<file path="src/rtl/serial_adder_ctrl.sv">
// Bit-serial adder: one shared NAND full-adder cell stepped N times,
// LSB first, with a start/ready handshake and a one-cycle done pulse.

module full_adder_nand (
  input  logic i_a,
  input  logic i_b,
  input  logic i_c,
  output logic o_s,
  output logic o_co
);
  logic w_n1, w_n2, w_n3, w_x;
  logic w_n4, w_n5, w_n6;

  // Classic nine-NAND full adder
  assign w_n1 = ~(i_a & i_b);
  assign w_n2 = ~(i_a & w_n1);
  assign w_n3 = ~(i_b & w_n1);
  assign w_x  = ~(w_n2 & w_n3);
  assign w_n4 = ~(w_x & i_c);
  assign w_n5 = ~(w_x & w_n4);
  assign w_n6 = ~(i_c & w_n4);
  assign o_s  = ~(w_n5 & w_n6);
  assign o_co = ~(w_n4 & w_n1);
endmodule

module serial_adder_ctrl #(
  parameter int N = 8
) (
  input  logic         clk,
  input  logic         reset_n,
  input  logic         start,
  input  logic [N-1:0] a,
  input  logic [N-1:0] b,
  input  logic         cin,
  output logic         ready,
  output logic         done_tick,
  output logic [N-1:0] sum,
  output logic         cout
);
  localparam int CW = (N > 1) ? $clog2(N) : 1;

  typedef enum logic [1:0] {
    S_IDLE,
    S_ADD,
    S_DONE
  } state_t;

  state_t r_state;
  state_t w_state_nxt;

  logic [N-1:0]  r_a_sr;
  logic [N-1:0]  r_b_sr;
  logic [N-1:0]  r_s_sr;
  logic          r_carry;
  logic [CW-1:0] r_cnt;
  logic [N-1:0]  r_sum;
  logic          r_cout;

  logic          w_load;
  logic          w_step;
  logic          w_last;
  logic          w_fa_s;
  logic          w_fa_co;
  logic [N-1:0]  w_s_shift;

  full_adder_nand u_fa (
    .i_a  (r_a_sr[0]),
    .i_b  (r_b_sr[0]),
    .i_c  (r_carry),
    .o_s  (w_fa_s),
    .o_co (w_fa_co)
  );

  // Sum bits enter at the MSB so the word is aligned after N shifts
  generate
    if (N == 1) begin : g_s1
      assign w_s_shift = w_fa_s;
    end else begin : g_sn
      assign w_s_shift = {w_fa_s, r_s_sr[N-1:1]};
    end
  endgenerate

  always_ff @(posedge clk or negedge reset_n) begin
    if (!reset_n) begin
      r_state <= S_IDLE;
    end else begin
      r_state <= w_state_nxt;
    end
  end

  always_comb begin
    w_state_nxt = r_state;
    ready       = 1'b0;
    done_tick   = 1'b0;
    w_load      = 1'b0;
    w_step      = 1'b0;
    w_last      = 1'b0;
    unique case (r_state)
      S_IDLE: begin
        ready = 1'b1;
        if (start) begin
          w_load      = 1'b1;
          w_state_nxt = S_ADD;
        end
      end
      S_ADD: begin
        w_step = 1'b1;
        if (r_cnt == CW'(N - 1)) begin
          w_last      = 1'b1;
          w_state_nxt = S_DONE;
        end
      end
      S_DONE: begin
        done_tick   = 1'b1;
        w_state_nxt = S_IDLE;
      end
      default: begin
        w_state_nxt = S_IDLE;
      end
    endcase
  end

  always_ff @(posedge clk or negedge reset_n) begin
    if (!reset_n) begin
      r_a_sr  <= '0;
      r_b_sr  <= '0;
      r_s_sr  <= '0;
      r_carry <= 1'b0;
      r_cnt   <= '0;
      r_sum   <= '0;
      r_cout  <= 1'b0;
    end else if (w_load) begin
      r_a_sr  <= a;
      r_b_sr  <= b;
      r_s_sr  <= '0;
      r_carry <= cin;
      r_cnt   <= '0;
    end else if (w_step) begin
      r_a_sr  <= r_a_sr >> 1;
      r_b_sr  <= r_b_sr >> 1;
      r_s_sr  <= w_s_shift;
      r_carry <= w_fa_co;
      r_cnt   <= r_cnt + 1'b1;
      if (w_last) begin
        r_sum  <= w_s_shift;
        r_cout <= w_fa_co;
      end
    end
  end

  assign sum  = r_sum;
  assign cout = r_cout;
endmodule

</file>
<file path="config.mk">
export PLATFORM = sky130hd
export DESIGN_NAME = serial_adder_ctrl
export DESIGN_NICKNAME = d
export VERILOG_FILES = /design/src/rtl/serial_adder_ctrl.sv
export SDC_FILE = /design/constraint.sdc
export NUM_CORES = 1
export LEC_CHECK = 0
export BUFFER_PORTS_ARGS = -buffer_cell sky130_fd_sc_hd__buf_4
export CORE_MARGIN = 2
export CORE_UTILIZATION = 45
export CTS_CLUSTER_SIZE = 10
export DETAILED_ROUTE_END_ITERATION = 12
export GPL_TIMING_DRIVEN = 0
export PLACE_DENSITY = 0.64
export SETUP_SLACK_MARGIN = 0.15
export SYNTH_ARGS = -nofsm -noshare
export SYNTH_HDL_FRONTEND = slang
export SYNTH_HIERARCHICAL = 1
export SYNTH_SLANG_ARGS = --single-unit
</file>
<file path="constraint.sdc">
create_clock -name clk -period 2.1 [get_ports clk]
set_input_delay 0.42 -clock clk [delete_from_list [all_inputs] [get_ports clk]]
set_output_delay 0.42 -clock clk [all_outputs]
set_load 0.03 [all_outputs]
</file>
==> key figures <==
Run status
  • Status: complete, no violations

Critical path
  • RR Startpoint: r_cnt[0]
  • Slowest Stage Delay on Critical Path: approximately 450 ps
  • CP Capture Type: primary output
  • CP max stage cell: dfrtp_1
  • CP max FO: 10
  • Worst setup path startpoint: r_state[1]
  • CP required: around 1700 ps
  • Critical Path Source Type: register
  • CP bufs+invs: 2
  • Setup CP Type: register to primary output
  • Cell Chain, Critical Path: buf_2 -> nor2b_1 -> buf_4
  • Data arrival, critical path: around 1300 ps
  • Crit path max-delay family: flip-flops

Detailed routing
  • Drt via density: roughly 5.6
  • Remaining DRCs: 0
  • Post-route ant nets: 0
  • Drt pass-1 iters: 4
  • Final WL: around 3200 um
  • Vias: 1140
  • Post-DR wirelength/cell: 15.80 um
  • Detailed Route Iter0 Violations: between 40 and 50

CTS
  • CTS root buf: clkbuf_8
  • Post-CTS Resized: 0
  • Total CTS buffers: 5
  • H-tree levels: 2
  • CTS max path bufs: 2
  • Worst skew pair latency: 280 ps
  • CTS tree: built
  • CTS Hold Bufs: 0
  • Clock slew seen by the registers of the worst setup and hold paths: ~70 ps
  • Setup bufs post-CTS: 0
  • CTS Sinks: 38

Power and ir drop
  • Final Total Pwr: ~3.2 mW
  • PwrDens: roughly 1500 nW/um^2
  • Max IR drop VDD: a little over 0.6 mV
  • Leak: between 0.9 and 1 nW

Layout
  • Layout cells sized above 1: 0.4679
  • Area Overhead vs Synth: 23.18%
  • Leading cell type in the layout, fill and taps excluded: dfrtp_1
  • Filler cells: about 330
  • Final core utilization: 0.5764
  • Final #Nets: 178
  • Diodes inserted: 0
  • Commonest non-fill, non-tap cells in the layout: 38 x dfrtp_1, 31 x buf_4, 15 x or4b_1, 15 x o221a_2

Logic synthesis
  • Post-synthesis cell area: ~1700 sq um
  • Mapped Avg Cell Area: 14.41 sq um
  • Synth Net Count: ~140
  • Post-synth cell types: 23
  • Seq/Total Area, Yosys: 0.5592
  • Yosys reg bits: 38
  • Yosys top cell area share: 0.5592
  • Post-synth top area cell: dfrtp_1
  • Synth Warn #: 6
  • Dominant cells by area after synthesis: dfrtp_1 56%, o221a_2 9.9%, or4b_1 8.8%, mux2_2 6.0%, a22o_1 4.6%
  • Gate Count Post-Synth: roughly 120

Place
  • Place WS: between 400 and 500 ps
  • GP Congestion: 0.7598
  • PortBufs: 30
  • Detail Placement HPWL: about 2300 um

STA
  • Setup TNS: 0 ps
  • Period Utilization, post-route: 0.8118
  • Hold WS: between 80 and 90 ps
  • Final hold viol count: 0
  • Slew headroom: 0.6904
  • Min Tclk post-route: roughly 1700 ps
  • Clock skew: a little under 5 ps
  • RSZ-0062 raised after global routing: false
  • Slew @ Worst Pin: 464.4 ps
  • Fmax: 0.5866 GHz
  • Max-slew violations: 0
  • Final setup viols: 0
  • PnR worst setup slack: 395.3 ps

Floorplan
  • Die Area: between 4000 and 5000 sq um
  • Area of the core: approximately 3600 sq um
  • Height of the chip: approximately 65 um
  • Site Rows: 22
  • Initial Util: 0.4680
  • Number of I/O pins: 31
  • Die Wd: around 65 um

Hold path
  • Hold Crit Class: input pin to async pin

Job
  • Max Cap Violations: 0

GRT
  • Initial antenna violation count: 0
  • Total grt overflow: 0
  • Vias in the first global route: about 1100
  • First-pass GRT wire length: roughly 5400 um
  • GRT Total Usage: 0.1672
  • Largest net degree at the start of global routing: 39
==> final cells by class <==
class | instances | area (sq um) | area share
Sequential cell | 38 | 950.9 | 0.4540
Multi-Input combinational cell | 66 | 663.1 | 0.3166
Timing Repair Buffer | 30 | 225.2 | 0.1075
Buffer | 13 | 82.58 | 0.03943
Clock buffer | 5 | 68.82 | 0.03286
Tap cell | 48 | 60.06 | 0.02867
Clock inverter | 3 | 40.04 | 0.01912
Inverter | 1 | 3.754 | 0.001792
==> sequential cells by signal (all words and copies together) (netlist names) <==
name / cells
cout: 1
sum: 8
r_carry: 1
r_a_sr: 8
r_s_sr: 7
r_b_sr: 8
r_cnt: 3
r_state: 2
==> cell families (layout without fill, tap and decap cells) <==
kind of cell / Yosys count / count (layout) / share of synthesized area
simple gates: 24 / 24 / 0.1266
flops: 38 / 38 / 0.5592
compound gates: 29 / 29 / 0.1714
buf+inv: 14 / 52 / 0.05077
mux: 10 / 10 / 0.06549
fa+ha+maj: 3 / 3 / 0.02649
==> metal layers <==
layer	global-route usage	part of all wire	vias to the layer above
met2	0.2793	0.50	27
met1	0.2088	0.45	566
li1	-	-	541
met5	0	0	-
met4	0.06250	0.014	0
met3	0.04281	0.037	6
==> power by group <==
group | internal [mW] | switching [mW]
logic | 0.692 | 0.614
clock network | 0.349 | 0.245
registers | 1.07 | 0.207
==> final timing paths <==
| path | to | slack [ps] | depth (start not counted) |
|---|---|---|---|
| setup / recovery | done_tick | 400 | 3 |
| hold / removal | r_b_sr[4] | 90 | 1 |
| setup reg to reg | sum[5] | 510 | 5 |
| hold reg to reg | r_cnt[0] | 500 | 1 |
| max in group asynchronous | r_a_sr[3] | 1690 | 1 |
| min in group clk | r_a_sr[6] | 480 | 3 |
==> per-stage QoR <==
stage                     area (sq um)  instances
final                             2095        204
after CTS                         2095        204
after global placement            1986        196
after floorplan                   1700        118
after detailed placement          1986        196
after global routing              2095        204
==> synth_stat cells <==
| cell | number |
|---|---|
| fa_1 | 1 |
| or4b_1 | 15 |
| mux2i_1 | 1 |
| mux2_2 | 9 |
| nor2b_1 | 2 |
| nand3b_1 | 1 |
| o221a_2 | 15 |
| nor3b_1 | 2 |
| buf_2 | 6 |
| nor4bb_1 | 2 |
| clkbuf_1 | 3 |
| a22o_1 | 9 |
| nor2_1 | 1 |
| o21ba_1 | 1 |
| buf_6 | 3 |
| inv_1 | 1 |
| ha_1 | 2 |
| a211o_1 | 2 |
| o21bai_2 | 1 |
| a21oi_1 | 1 |
| dfrtp_1 | 38 |
| nand2b_1 | 1 |
| buf_4 | 1 |
No activity file was read; power rests on OpenSTA's default activity.
